File: src/rtl/dmem_arbiter_pkg.sv
// Shared definitions for the data-memory arbiter: owner encoding, wait-counter
// sizing and the helper that classifies the access issued in a cycle.
package dmem_arbiter_pkg;

    localparam int DEFAULT_MAX_WAIT = 4;
    localparam int WAIT_W           = 4;

    typedef enum logic [1:0] {
        IDLE   = 2'd0,
        CPU_RD = 2'd1,
        DBG_RD = 2'd2,
        DBG_WR = 2'd3
    } owner_e;

    // A CPU store produces no response, so it is recorded as IDLE.
    function automatic owner_e issued_owner(
        input logic dbg_gnt,
        input logic dbg_we,
        input logic cpu_go,
        input logic cpu_we
    );
        if (dbg_gnt) begin
            return dbg_we ? DBG_WR : DBG_RD;
        end
        if (cpu_go && !cpu_we) begin
            return CPU_RD;
        end
        return IDLE;
    endfunction

endpackage

File: src/rtl/dmem_arbiter_if.sv
// Bus bundle between the M-stage CPU port, the debug port and the single-port RAM.
// The arbiter takes the slave view; the surrounding pipeline/debug/RAM take the master view.
interface dmem_arbiter_if #(
    parameter int ADDR_W = 13,
    parameter int DATA_W = 32
);

    logic              cpu_req;
    logic              cpu_we;
    logic [ADDR_W-1:0] cpu_addr;
    logic [DATA_W-1:0] cpu_wdata;
    logic              cpu_stall;
    logic [DATA_W-1:0] cpu_rdata;

    logic              dbg_valid;
    logic              dbg_ready;
    logic              dbg_we;
    logic [ADDR_W-1:0] dbg_addr;
    logic [DATA_W-1:0] dbg_wdata;
    logic              dbg_hold;
    logic              dbg_rvalid;
    logic [DATA_W-1:0] dbg_rdata;

    logic              ram_we;
    logic [ADDR_W-1:0] ram_addr;
    logic [DATA_W-1:0] ram_wdata;
    logic [DATA_W-1:0] ram_rdata;

    modport slave (
        input  cpu_req, cpu_we, cpu_addr, cpu_wdata,
        output cpu_stall, cpu_rdata,
        input  dbg_valid, dbg_we, dbg_addr, dbg_wdata, dbg_hold,
        output dbg_ready, dbg_rvalid, dbg_rdata,
        output ram_we, ram_addr, ram_wdata,
        input  ram_rdata
    );

    modport master (
        output cpu_req, cpu_we, cpu_addr, cpu_wdata,
        input  cpu_stall, cpu_rdata,
        output dbg_valid, dbg_we, dbg_addr, dbg_wdata, dbg_hold,
        input  dbg_ready, dbg_rvalid, dbg_rdata,
        input  ram_we, ram_addr, ram_wdata,
        output ram_rdata
    );

endinterface

File: src/rtl/dmem_arbiter.sv
// Arbitrates one single-port synchronous RAM between the M-stage CPU port and a
// debug port; debug wins when holding, when the CPU is idle, or after MAX_WAIT cycles.
module dmem_arbiter
    import dmem_arbiter_pkg::*;
#(
    parameter int ADDR_W   = 13,
    parameter int DATA_W   = 32,
    parameter int MAX_WAIT = DEFAULT_MAX_WAIT
) (
    input  logic           clk,
    input  logic           rst,
    dmem_arbiter_if.slave  bus
);

    localparam logic [WAIT_W-1:0] WAIT_LIMIT = WAIT_W'(MAX_WAIT);

    logic [WAIT_W-1:0] wait_cnt;
    logic [WAIT_W-1:0] wait_cnt_nxt;
    owner_e            owner;
    owner_e            owner_nxt;

    logic              dbg_gnt;
    logic              cpu_go;
    logic              ram_we_mux;
    logic [ADDR_W-1:0] ram_addr_mux;
    logic [DATA_W-1:0] ram_wdata_mux;
    logic [DATA_W-1:0] cpu_rdata_q;

    assign dbg_gnt       = bus.dbg_valid &
                           (bus.dbg_hold | ~bus.cpu_req | (wait_cnt == WAIT_LIMIT));
    assign bus.dbg_ready = dbg_gnt;
    assign bus.cpu_stall = bus.cpu_req & (dbg_gnt | bus.dbg_hold);
    assign cpu_go        = bus.cpu_req & ~bus.cpu_stall;

    always_comb begin
        // NOTE: every signal gets a default before any branch, so no path leaves one unassigned and no latch is inferred.
        ram_we_mux    = 1'b0;
        ram_addr_mux  = bus.cpu_addr;
        ram_wdata_mux = bus.cpu_wdata;
        if (dbg_gnt) begin
            ram_we_mux    = bus.dbg_we;
            ram_addr_mux  = bus.dbg_addr;
            ram_wdata_mux = bus.dbg_wdata;
        end else if (cpu_go) begin
            ram_we_mux    = bus.cpu_we;
        end
    end

    // The write strobe is gated by reset so nothing can land while rst is low.
    assign bus.ram_we    = ram_we_mux & rst;
    assign bus.ram_addr  = ram_addr_mux;
    assign bus.ram_wdata = ram_wdata_mux;

    always_comb begin
        wait_cnt_nxt = '0;
        if (bus.dbg_valid && !dbg_gnt) begin
            wait_cnt_nxt = (wait_cnt == WAIT_LIMIT) ? wait_cnt : wait_cnt + WAIT_W'(1);
        end
        owner_nxt = issued_owner(dbg_gnt, bus.dbg_we, cpu_go, bus.cpu_we);
    end

    always_ff @(posedge clk or negedge rst) begin
        // NOTE: state is updated with <= so every flop samples pre-edge values regardless of statement order.
        if (!rst) begin
            owner    <= IDLE;
            wait_cnt <= '0;
        end else begin
            owner    <= owner_nxt;
            wait_cnt <= wait_cnt_nxt;
        end
    end

    // Load-data holding register keeps a stalled load's result stable.
    always_ff @(posedge clk or negedge rst) begin
        // NOTE: this data register is reset only because its value is visible on cpu_rdata during reset.
        if (!rst) begin
            cpu_rdata_q <= '0;
        end else if (owner == CPU_RD) begin
            cpu_rdata_q <= bus.ram_rdata;
        end
    end

    assign bus.cpu_rdata  = (owner == CPU_RD) ? bus.ram_rdata : cpu_rdata_q;
    assign bus.dbg_rvalid = (owner == DBG_RD);
    assign bus.dbg_rdata  = bus.ram_rdata;

endmodule
File: src/flat_wrapper.sv
// flat-port wrapper written by rule: the top's interface ports become plain ports
module dmem_arbiter_flat import dmem_arbiter_pkg::*;
#(
    parameter int ADDR_W   = 13,
    parameter int DATA_W   = 32,
    parameter int MAX_WAIT = DEFAULT_MAX_WAIT
)
  (clk, rst, bus_cpu_req, bus_cpu_we, bus_cpu_addr, bus_cpu_wdata, bus_cpu_stall, bus_cpu_rdata, bus_dbg_valid, bus_dbg_we, bus_dbg_addr, bus_dbg_wdata, bus_dbg_hold, bus_dbg_ready, bus_dbg_rvalid, bus_dbg_rdata, bus_ram_we, bus_ram_addr, bus_ram_wdata, bus_ram_rdata);
  dmem_arbiter_if #(.ADDR_W(ADDR_W), .DATA_W(DATA_W)) bus_i ();
  input  logic clk;
  input  logic rst;
  input wire logic [$bits(bus_i.cpu_req)-1:0] bus_cpu_req;
  input wire logic [$bits(bus_i.cpu_we)-1:0] bus_cpu_we;
  input wire logic [$bits(bus_i.cpu_addr)-1:0] bus_cpu_addr;
  input wire logic [$bits(bus_i.cpu_wdata)-1:0] bus_cpu_wdata;
  output wire logic [$bits(bus_i.cpu_stall)-1:0] bus_cpu_stall;
  output wire logic [$bits(bus_i.cpu_rdata)-1:0] bus_cpu_rdata;
  input wire logic [$bits(bus_i.dbg_valid)-1:0] bus_dbg_valid;
  input wire logic [$bits(bus_i.dbg_we)-1:0] bus_dbg_we;
  input wire logic [$bits(bus_i.dbg_addr)-1:0] bus_dbg_addr;
  input wire logic [$bits(bus_i.dbg_wdata)-1:0] bus_dbg_wdata;
  input wire logic [$bits(bus_i.dbg_hold)-1:0] bus_dbg_hold;
  output wire logic [$bits(bus_i.dbg_ready)-1:0] bus_dbg_ready;
  output wire logic [$bits(bus_i.dbg_rvalid)-1:0] bus_dbg_rvalid;
  output wire logic [$bits(bus_i.dbg_rdata)-1:0] bus_dbg_rdata;
  output wire logic [$bits(bus_i.ram_we)-1:0] bus_ram_we;
  output wire logic [$bits(bus_i.ram_addr)-1:0] bus_ram_addr;
  output wire logic [$bits(bus_i.ram_wdata)-1:0] bus_ram_wdata;
  input wire logic [$bits(bus_i.ram_rdata)-1:0] bus_ram_rdata;
  assign bus_i.cpu_req = bus_cpu_req;
  assign bus_i.cpu_we = bus_cpu_we;
  assign bus_i.cpu_addr = bus_cpu_addr;
  assign bus_i.cpu_wdata = bus_cpu_wdata;
  assign bus_cpu_stall = bus_i.cpu_stall;
  assign bus_cpu_rdata = bus_i.cpu_rdata;
  assign bus_i.dbg_valid = bus_dbg_valid;
  assign bus_i.dbg_we = bus_dbg_we;
  assign bus_i.dbg_addr = bus_dbg_addr;
  assign bus_i.dbg_wdata = bus_dbg_wdata;
  assign bus_i.dbg_hold = bus_dbg_hold;
  assign bus_dbg_ready = bus_i.dbg_ready;
  assign bus_dbg_rvalid = bus_i.dbg_rvalid;
  assign bus_dbg_rdata = bus_i.dbg_rdata;
  assign bus_ram_we = bus_i.ram_we;
  assign bus_ram_addr = bus_i.ram_addr;
  assign bus_ram_wdata = bus_i.ram_wdata;
  assign bus_i.ram_rdata = bus_ram_rdata;
  dmem_arbiter #(.ADDR_W(ADDR_W), .DATA_W(DATA_W), .MAX_WAIT(MAX_WAIT)) u_core (.clk(clk), .rst(rst), .bus(bus_i));
endmodule
File: config.mk
export PLATFORM = sky130hd
export DESIGN_NAME = dmem_arbiter_flat
export DESIGN_NICKNAME = d
export VERILOG_FILES = /design/src/rtl/dmem_arbiter_pkg.sv /design/src/rtl/dmem_arbiter_if.sv /design/src/rtl/dmem_arbiter.sv /design/src/flat_wrapper.sv
export SDC_FILE = /design/constraint.sdc
export NUM_CORES = 1
export LEC_CHECK = 0
export ABC_AREA = 1
export BUFFER_PORTS_ARGS = -buffer_cell sky130_fd_sc_hd__buf_4
export CELL_PAD_IN_SITES_DETAIL_PLACEMENT = 0
export CELL_PAD_IN_SITES_GLOBAL_PLACEMENT = 2
export CORE_MARGIN = 1
export CORE_UTILIZATION = 15
export CTS_CLUSTER_DIAMETER = 60
export DETAILED_ROUTE_END_ITERATION = 12
export GPL_ROUTABILITY_DRIVEN = 0
export PLACE_DENSITY_LB_ADDON = 0.1
export SYNTH_ARGS = -nofsm -noshare
export SYNTH_HDL_FRONTEND = slang
export SYNTH_SLANG_ARGS = --single-unit
File: constraint.sdc
create_clock -name clk -period 1.5 [get_ports clk]
set_clock_uncertainty 0.1 [all_clocks]
set_input_delay 0.225 -clock clk [delete_from_list [all_inputs] [get_ports clk]]
set_output_delay 0.225 -clock clk [all_outputs]
set_load 0.03 [all_outputs]
==> impl_metrics.py, run 1 <==
metrics = {
    "status": {
        "run_status": "finished with violations",
        "failed_checks": "negative setup slack",
    },
    "setup_path": {
        "timing.critical_path.mode_cell": "nand3_4",
        "cp_cell_sequence": "inv_1, ha_2, nand3_4, nand2_4, nand2_8, buf_12, nand3_4, a21oi_4, buf_6",
        "category_of_cells_accounting_for_the_largest_share_of_critical_path_delay": "simple AND/OR/NAND/NOR gates",
        "timing.critical_path.to_type": "output pin",
        "startpoint_type": "register",
        "timing.critical_path.fanout_max": 14,
        "setup.worst_path.class": "reg2out",
        "critical_path_max_stage_delay_ns": 0.34,
        "arrival_time_at_the_worst_endpoint_ns": 1.71,
        "critPathSlowestCell": "dfrtp_1",
        "crit_path_buffers_inverters": 3,
        "worst-endpoint-required_ns": 1.17,
    },
    "sta": {
        "worst_slew_pin_slew_ns": 0.5008,
        "finalSetupTns_ns": -35.01,
        "setup_ws_ns": -0.5366,
        "slew_violations": 0,
        "hold_violations": 0,
        "maxSlewHeadroom_pct": 66.62,
        "final-setup-viol-count": 80,
        "fin_hold_ws_ns": 0.06077,
        "unrepaired_setup_endpoints_after_global_routing": "yes",
        "maxClockFrequency_ghz": 0.4910,
        "period_minus_slack_ns": 2.037,
        "period_share_pct": 135.8,
    },
    "power": {
        "power_density_mw_per_mm2": 919.6,
        "p_clk_share_pct": 19.6,
        "sequentialPowerShare_pct": 23.6,
        "power_frac_comb_pct": 56.8,
        "netSwitchingFraction_pct": 36.82,
        "p_int_uw": 3443,
        "peakVddDrop_mv": 0.3973,
        "total_switching_power_uw": 2006,
        "report.power.total_uw": 5449,
        "power.static_leakage_uw": 0.003097,
    },
    "global_routing": {
        "grt_start_max_net_pins": 39,
        "gr_ovfl_total": 0,
        "grt.total_usage_pct": 11.50,
        "grt_pass1_wl_mm": 14.22,
        "grt_antenna_before_repair": 1,
        "first_global_vias": 2664,
    },
    "synthesis": {
        "number_of_flops_mapped_to_enable_cells_by_yosys": 0,
        "synth-seq-cells": 38,
        "yosys_warning_total": 0,
        "synth_nets": 412,
        "yosys.cell_types.count": 17,
        "yosysSeqAreaShare_pct": 40.90,
        "syn-mean-instance-area_um2": 8.273,
        "share_of_synthesized_flip_flops_with_an_asynchronous_set_or_reset_pct": 100.0,
        "mappedNetlistArea_mm2": 0.002325,
        "synth_common_cells": "nand2_1 (138), dfrtp_1 (38), buf_4 (35)",
        "synth.largest_area_cell": "dfrtp_1",
        "synth.top_cells.by_area": "dfrtp_1 (41%), nand2_1 (22%), mux2_2 (16%), buf_4 (11%), buf_6 (2.4%)",
        "synth_top_area_share_pct": 40.90,
        "prevailing_post_synth_register_cell": "dfrtp_1",
        "synth_most_common_cell": "nand2_1",
        "postSynthCellCount": 281,
    },
    "clock_network": {
        "clock_insertion_delay_at_the_later_pin_of_the_skew_report_ns": 0.28,
        "tritoncts_num_sinks": 38,
        "clk_pin_slew_ns": 0.06,
        "ctsLongestPathBuffers": 2,
        "cts_inserted_buffers": 5,
        "cts_max_level": 2,
        "clock-root-buffer": "clkbuf_16",
        "cts_tree": "built",
    },
    "cells_and_area": {
        "seq_area_um2": 950.9,
        "fin_area_mm2": 0.005926,
        "multiInputGateArea_mm2": 0.001831,
        "fillCellCount": 1549,
        "post_route_cells_drive_above_1_share_pct": 83.68,
        "num_antenna_cells": 0,
        "nNetsFinal": 657,
        "final_core_utilization_pct": 39.12,
        "synthToLayoutAreaGrowth_pct": 154.9,
    },
    "detailed_routing": {
        "drt_pass1_iterations": 2,
        "wl_mm": 9.873,
        "detail_route.vias_per_cell": 3.895,
        "via_count": 2785,
        "remaining_antenna_violation_count": 0,
        "wl_per_cell_um": 13.81,
        "post-route-drc-count": 0,
        "drt_iter0_markers": 35,
    },
    "die": {
        "floorplan.initialDensity_pct": 15.35,
        "std_cell_rows": 45,
        "dieWidth_um": 126.5,
        "boundaryPins": 242,
        "placeableCoreArea_mm2": 0.01515,
        "die_h_um": 126.5,
        "die_area_mm2": 0.01600,
    },
    "min_path": {
        "hold_path.class": "in2reg",
    },
    "placement": {
        "dp_hpwl_mm": 6.885,
        "numPortBuffers": 241,
        "post_dp_cell_area_mm2": 0.004519,
    },
    "job": {
        "drv_cap": 0,
    },
}
timing repair:
| item | in CTS | in global routing |
|---|---|---|
| pin swaps | 3 | 5 |
| cloned | 6 | 6 |
| hold endpoints to repair | 38 | 0 |
| setup endpoints to repair | 80 | 81 |
| buffers inserted | 7 | 14 |
| gates resized for setup | 156 | 83 |
| hold buffers | 1 | 0 |
per-stage QoR:
stage / cells / worst slack [ns]
after floorplan: 281 / -0.1217
after global placement: 676 / -0.3084
after detailed placement: 676 / -0.3240
after CTS: 698 / -0.5947
after global routing: 715 / -0.6527
final: 715 / -0.5366
sequential cells by signal (all words and copies together), names as in the netlist:
name / count
u_core.cpu_rdata_q: 32
u_core.owner: 2
u_core.wait_cnt: 4
per-layer routing:
metal	GRT usage (%)	wire [µm]	vias to the layer above
li1	-	-	1335
met1	12.63	3534	1297
met2	20.44	5166	142
met3	4.682	1064	9
met4	2.977	95	2
met5	0	13	-
cells in the final DEF, fill, tap and decap left out, types with 6 or more instances in the layout:
master and n:
mux2_4 32, clkbuf_16 9, buf_6 88, buf_12 9, nand2_2 35, nand2_1 29, nand2_4 74, dfrtp_1 38
inv_1 6, buf_4 176
worst reg2reg max path: stages (launching register included):
cell and delay (ns):
dfrtp_1 0.37, inv_1 0.06, ha_2 0.18, nand3_4 0.08, nand2_4 0.11, nand2_8 0.12
buf_12 0.20, nand2_1 0.07, o21ai_0 0.06
logic make-up (layout without fill, tap and decap cells):
| kind of cell | after synthesis | after routing | synth area share (%) |
|---|---|---|---|
| and+or+nand+nor | 152 | 152 | 25.24 |
| buffers and inverters | 53 | 299 | 16.09 |
| DFF | 38 | 38 | 40.90 |
| muxes | 32 | 32 | 15.50 |
| adders and majority gates | 2 | 2 | 1.076 |
| AOI/OAI and AO/OA | 2 | 2 | 0.4302 |
| xor gates and xnor gates | 2 | 2 | 0.7536 |
worst paths after layout:
path                                         from                endpoint  slack (ns)  cells past startpoint
max                            u_core.wait_cnt[1]              bus_ram_we       -0.54                      9
min                                    bus_cpu_we         u_core.owner[0]        0.06                      2
max reg2reg                    u_core.wait_cnt[1]         u_core.owner[0]        0.03                      8
min reg2reg                u_core.cpu_rdata_q[21]  u_core.cpu_rdata_q[21]        0.40                      1
max in group asynchronous                     rst  u_core.cpu_rdata_q[10]        0.49                      3
min in group asynchronous                     rst      u_core.wait_cnt[3]        0.45                      3
power by group through the flow:
stage | Sequential [µW] | Clock, µW | Combinational (µW)
floorplan | 1280 | 0 | 1430
CTS | 1280 | 1120 | 2870
finish | 1290 | 1070 | 3090
global route | 1310 | 1160 | 3260
detailed placement | 1290 | 0 | 2310
global placement | 1280 | 0 | 2320
final cells by class:
cell class                      count  area share [%]
Clock buffer                        6           2.344
Sequential cell                    38           16.05
Tap cell                          188           3.970
Clock inverter                      2          0.2111
Inverter                            8          0.7813
Timing Repair Buffer              282           45.57
Timing Repair inverter              1          0.1900
Multi-Input combinational cell    190           30.89
Note: power is estimated with default switching activity, not from simulation.
==> run 2: changes to the inputs <==
- CELL_PAD_IN_SITES_GLOBAL_PLACEMENT: 2 -> 1
- CORE_UTILIZATION: 15 -> 20
==> run 2 against run 1 <==
Effect of this change: the flow still finishes with violations (negative setup slack); setup slack worse by 0.043 ns; fmax decreased by 2.1%; clock power rose by 13%; register-to-register slack worse by 0.05 ns; cell area shrank 0.99%; critical path depth rose by 1; sequential power hardly changed; non-clock buffer count down 2; via count is 1.7% lower; critical endpoint unchanged; largest cell class unchanged.
==> impl_metrics.py, run 2 (synthesis gave the netlist of run 1 again) <==
metrics = {
    "sta": {
        "maxClockFrequency_ghz": 0.4808,
        "hold_violations": 0,
        "final-setup-viol-count": 81,
        "period_share_pct": 138.7,
        "maxSlewHeadroom_pct": 67.85,
        "fin_hold_ws_ns": 0.05242,
        "finalSetupTns_ns": -36.60,
        "slew_violations": 0,
        "worst_slew_pin_slew_ns": 0.4822,
        "unrepaired_setup_endpoints_after_global_routing": "yes",
        "setup_ws_ns": -0.5800,
        "period_minus_slack_ns": 2.080,
    },
    "detailed_routing": {
        "post-route-drc-count": 0,
        "via_count": 2737,
        "drt_pass1_iterations": 4,
        "drt_iter0_markers": 52,
        "detail_route.vias_per_cell": 4.110,
        "wl_mm": 9.391,
        "remaining_antenna_violation_count": 0,
        "wl_per_cell_um": 14.10,
    },
    "placement": {
        "numPortBuffers": 241,
        "dp_hpwl_mm": 6.549,
        "placement.setup.worst_slack_ns": -0.3147,
    },
    "setup_path": {
        "timing.critical_path.to_type": "output pin",
        "worst-endpoint-required_ns": 1.17,
        "setup.worst_path.class": "reg2out",
        "timing.critical_path.fanout_max": 15,
        "arrival_time_at_the_worst_endpoint_ns": 1.76,
        "startpoint_type": "register",
    },
    "global_routing": {
        "grt_antenna_before_repair": 0,
        "met2_usage_pct": 27.23,
        "groute.layer.met1.usage_pct": 14.71,
        "first_global_vias": 2704,
        "grt_pass1_wl_mm": 12.96,
        "gr_ovfl_total": 0,
        "gr_met3_demand_resource_pct": 3.379,
        "grt.total_usage_pct": 13.98,
        "grt_start_max_net_pins": 39,
        "gr-max-usage-layer": "met2",
    },
    "cells_and_area": {
        "top_register": "u_core.cpu_rdata_q",
        "layout_common_cells": "buf_4 (170), buf_6 (91), nand2_4 (75)",
        "largest_reg_flops": 32,
        "layout.cells.most_common": "buf_4",
        "nNetsFinal": 654,
        "post_route_cells_drive_above_1_share_pct": 84.13,
        "num_antenna_cells": 0,
        "reg_top3": "u_core.cpu_rdata_q: 32 flops, u_core.wait_cnt: 4 flops, u_core.owner: 2 flops",
        "synthToLayoutAreaGrowth_pct": 152.4,
        "fillCellCount": 1034,
    },
    "status": {
        "run_status": "finished with violations",
        "failed_checks": "negative setup slack",
    },
    "job": {
        "drv_cap": 0,
    },
    "die": {
        "floorplan.initialDensity_pct": 20.45,
        "die_h_um": 109.8,
        "die_area_mm2": 0.01206,
        "dieWidth_um": 109.8,
        "placeableCoreArea_mm2": 0.01137,
        "boundaryPins": 242,
        "std_cell_rows": 39,
    },
    "power": {
        "peakVddDrop_mv": 0.6203,
        "power_density_mw_per_mm2": 947.1,
        "power.static_leakage_uw": 0.003119,
    },
    "clock_network": {
        "cts_max_level": 2,
        "cts_tree": "built",
        "ctsLongestPathBuffers": 2,
        "clock_insertion_delay_at_the_later_pin_of_the_skew_report_ns": 0.28,
        "clock-root-buffer": "clkbuf_16",
        "tritoncts_num_sinks": 38,
        "clk_pin_slew_ns": 0.06,
        "cts_inserted_buffers": 5,
    },
    "min_path": {
        "hold_path.class": "in2reg",
    },
}
==> run 2: cell count changes in the layout (fill, tap and decap cells not counted), moves of 2 or more <==
cell / previous run / this run
buf_8: 1 / 3
buf_4: 176 / 170
buf_12: 9 / 7
buf_6: 88 / 91
==> run 2: path summary, 6_finish.rpt <==
path                                        start                     end  slack, ns  cells after the start
min                                    bus_cpu_we         u_core.owner[0]       0.05                      2
max reg2reg                    u_core.wait_cnt[1]         u_core.owner[0]      -0.02                      9
max                            u_core.wait_cnt[1]              bus_ram_we      -0.58                     10
min reg2reg                u_core.cpu_rdata_q[14]  u_core.cpu_rdata_q[14]       0.40                      1
max in group asynchronous                     rst         u_core.owner[0]       0.48                      3
min in group asynchronous                     rst         u_core.owner[1]       0.47                      3
==> run 2: worst max-delay path: stages, from the launching register on <==
cell and delay, ns:
dfrtp_1 0.34, inv_1 0.05, ha_2 0.17, nand3_2 0.08, nand2_2 0.08, nand2_4 0.09, buf_6 0.15, buf_16 0.15
nand3_4 0.08, a21oi_4 0.15, buf_6 0.14
==> run 2: area by class of cell <==
type	instances	area, µm²	share of cell area (%)
Clock buffer	6	138.9	2.367
Clock inverter	1	30.03	0.5118
Inverter	8	35.03	0.5971
Multi-Input combinational cell	190	1826	31.12
Sequential cell	38	952.2	16.23
Tap cell	143	178.9	3.050
Timing Repair Buffer	280	2706	46.13
==> run 2: power breakdown <==
part	switching [µW]	internal (µW)
clock	394	820
sequential	58.3	1230
combinational	1520	1530
==> run 2: through the flow <==
stage	power (µW)	cells	util [%]	area (µm²)
after floorplan	2702	281	-	2689
after global placement	3584	632	39.32	4471
after detailed placement	3595	632	39.32	4471
after CTS	5290	653	47.43	5393
after global routing	5819	666	51.60	5867
final	5556	666	51.60	5867
==> run 2: what timing repair did <==
item                                    4_1_cts  5_1_grt
setup buffers                                 9       13
cloned                                        5        4
endpoints found under the setup margin       81       83
resized for setup                           160       86
hold buffers                                  1        0
pin swaps                                     3       11
endpoints found under the hold margin        38        0
==> run 2: metal layers <==
metal  share of wire, %  vias up
met5                  0        -
met4                1.2        0
met3                7.8        8
met2                 55      139
met1                 36     1271
li1                   -     1319
==> run 3: changes to the inputs <==
- CORE_UTILIZATION: 20 -> 21
- CTS_BUF_LIST: not set -> sky130_fd_sc_hd__clkbuf_4 sky130_fd_sc_hd__clkbuf_8
==> run 3 against run 2 <==
Effect of this change: the run still ends with negative setup slack left; setup slack better by 0.036 ns; clock power is 40% lower; non-clock buffer count decreased by 7; count of clock-buffer cells in the layout unchanged; first-iteration DRC count is 42% higher; hold slack improved by 0.016 ns; utilization grew 0.62 points; sequential share of layout area up 0.64 points; die area shrank 4.7%; critical endpoint is now bus_ram_addr[11]; largest cell class unchanged; largest power group unchanged.
==> impl_metrics.py, run 3 (synthesis gave the netlist of run 1 again) <==
metrics = {
    "status": {
        "run_status": "finished with violations",
        "failed_checks": "negative setup slack",
    },
    "cells_and_area": {
        "top_register": "u_core.cpu_rdata_q",
        "largest_reg_flops": 32,
        "final_core_utilization_pct": 52.23,
        "synthToLayoutAreaGrowth_pct": 142.5,
        "nNetsFinal": 647,
        "post_route_cells_drive_above_1_share_pct": 80.27,
        "fillCellCount": 1016,
        "num_antenna_cells": 0,
        "layout_common_cells": "buf_4 (176), buf_6 (82), nand2_4 (78)",
        "reg_top3": "u_core.cpu_rdata_q: 32 flops, u_core.wait_cnt: 4 flops, u_core.owner: 2 flops",
        "layout.cells.most_common": "buf_4",
    },
    "global_routing": {
        "grt.total_usage_pct": 13.84,
        "grt_pass1_wl_mm": 12.25,
        "first_global_vias": 2631,
        "grt_start_max_net_pins": 39,
        "grt_antenna_before_repair": 0,
        "gr_ovfl_total": 0,
    },
    "clock_network": {
        "cts_max_level": 2,
        "clock_insertion_delay_at_the_later_pin_of_the_skew_report_ns": 0.29,
        "clk_pin_slew_ns": 0.07,
        "cts_inserted_buffers": 5,
        "clock-root-buffer": "clkbuf_8",
        "cts_tree": "built",
        "ctsLongestPathBuffers": 2,
        "tritoncts_num_sinks": 38,
    },
    "sta": {
        "slew_violations": 0,
        "finalSetupTns_ns": -34.30,
        "period_share_pct": 136.3,
        "maxSlewHeadroom_pct": 67.54,
        "setup_ws_ns": -0.5443,
        "worst_slew_pin_slew_ns": 0.4870,
        "final-setup-viol-count": 80,
        "fin_hold_ws_ns": 0.06839,
        "unrepaired_setup_endpoints_after_global_routing": "yes",
        "maxClockFrequency_ghz": 0.4892,
        "hold_violations": 0,
        "period_minus_slack_ns": 2.044,
    },
    "setup_path": {
        "worst-endpoint-required_ns": 1.17,
        "timing.critical_path.to_type": "output pin",
        "setup.worst_path.class": "reg2out",
        "startpoint_type": "register",
        "arrival_time_at_the_worst_endpoint_ns": 1.72,
        "timing.critical_path.fanout_max": 8,
    },
    "detailed_routing": {
        "wl_per_cell_um": 13.84,
        "drt_iter0_markers": 74,
        "detailroute.wirelength.met3_um": 891,
        "highest_layer": "met4",
        "post-route-drc-count": 0,
        "wl_mm": 9.093,
        "routedLengthMet1_mm": 3.092,
        "detail_route.vias_per_cell": 4.175,
        "dr_wl_met2_mm": 4.977,
        "drt_pass1_iterations": 4,
        "remaining_antenna_violation_count": 0,
        "via_count": 2743,
    },
    "power": {
        "power.static_leakage_uw": 0.003044,
        "power_density_mw_per_mm2": 881.1,
        "peakVddDrop_mv": 0.5254,
        "report.power.total_uw": 4966,
    },
    "min_path": {
        "hold_path.class": "in2reg",
    },
    "placement": {
        "dp_hpwl_mm": 6.406,
        "numPortBuffers": 241,
    },
    "die": {
        "die_area_mm2": 0.01150,
        "floorplan.initialDensity_pct": 21.54,
        "die_h_um": 107.2,
        "boundaryPins": 242,
        "placeableCoreArea_mm2": 0.01079,
        "std_cell_rows": 38,
        "dieWidth_um": 107.2,
    },
    "job": {
        "drv_cap": 0,
    },
}
## run 3: through the flow
stage          instances  setup WS (ns)  area, µm²
6_report             657        -0.5443       5637
3_5_place_dp         630        -0.3778       4462
5_1_grt              657        -0.6474       5637
4_1_cts              649        -0.6058       5125
2_1_floorplan        281        -0.1217       2689
3_3_place_gp         630        -0.3653       4462
## run 3: area by class of cell
class / count / area [µm²] / area share [%]
clock buffers: 6 / 82.58 / 1.465
clock inverters: 2 / 12.51 / 0.2220
inverters: 8 / 42.54 / 0.7547
multi-input cells: 190 / 1821 / 32.30
flip-flops and latches: 38 / 950.9 / 16.87
well taps: 140 / 175.2 / 3.108
repair buffers: 273 / 2552 / 45.28
## run 3: power by group
group          leakage (µW)  switching [µW]  total, µW  internal (µW)
Sequential         0.000453            59.6       1290           1230
Combinational       0.00254            1500       2950           1450
Clock             0.0000472             362        731            369
## run 3: layer usage
layer | up-vias | global-route usage, %
li1 | 1312 | -
met5 | - | 0
met2 | 143 | 25.48
met1 | 1278 | 14.22
met4 | 0 | 4.599
met3 | 10 | 5.350
## run 3: path summary, 6_finish.rpt
check / start / to / slack, ns / cells after the start
worst max-delay path: u_core.wait_cnt[1] / bus_ram_addr[11] / -0.54 / 10
worst min-delay path: bus_cpu_we / u_core.owner[0] / 0.07 / 2
worst max register to register: u_core.owner[1] / u_core.cpu_rdata_q[4] / 0.01 / 6
worst min register to register: u_core.cpu_rdata_q[2] / u_core.cpu_rdata_q[2] / 0.40 / 1
max in group asynchronous: rst / u_core.cpu_rdata_q[9] / 0.52 / 3
min in group asynchronous: rst / u_core.owner[1] / 0.43 / 3
## run 3: worst max-delay path: stages, from the launching register on
cell	delay, ns
dfrtp_1	0.38
inv_1	0.06
ha_2	0.19
nand3_4	0.08
nand2_4	0.10
nand2_8	0.09
clkinv_8	0.11
clkbuf_16	0.18
nand2_2	0.07
nand2_4	0.05
buf_6	0.12
## run 3: timing repair
action	in CTS	in global routing
gates cloned	3	6
hold buffers	1	0
buffers inserted	7	7
pin swaps	4	23
endpoints found under the hold margin	38	0
setup endpoints to repair	80	80
resized for setup	117	108
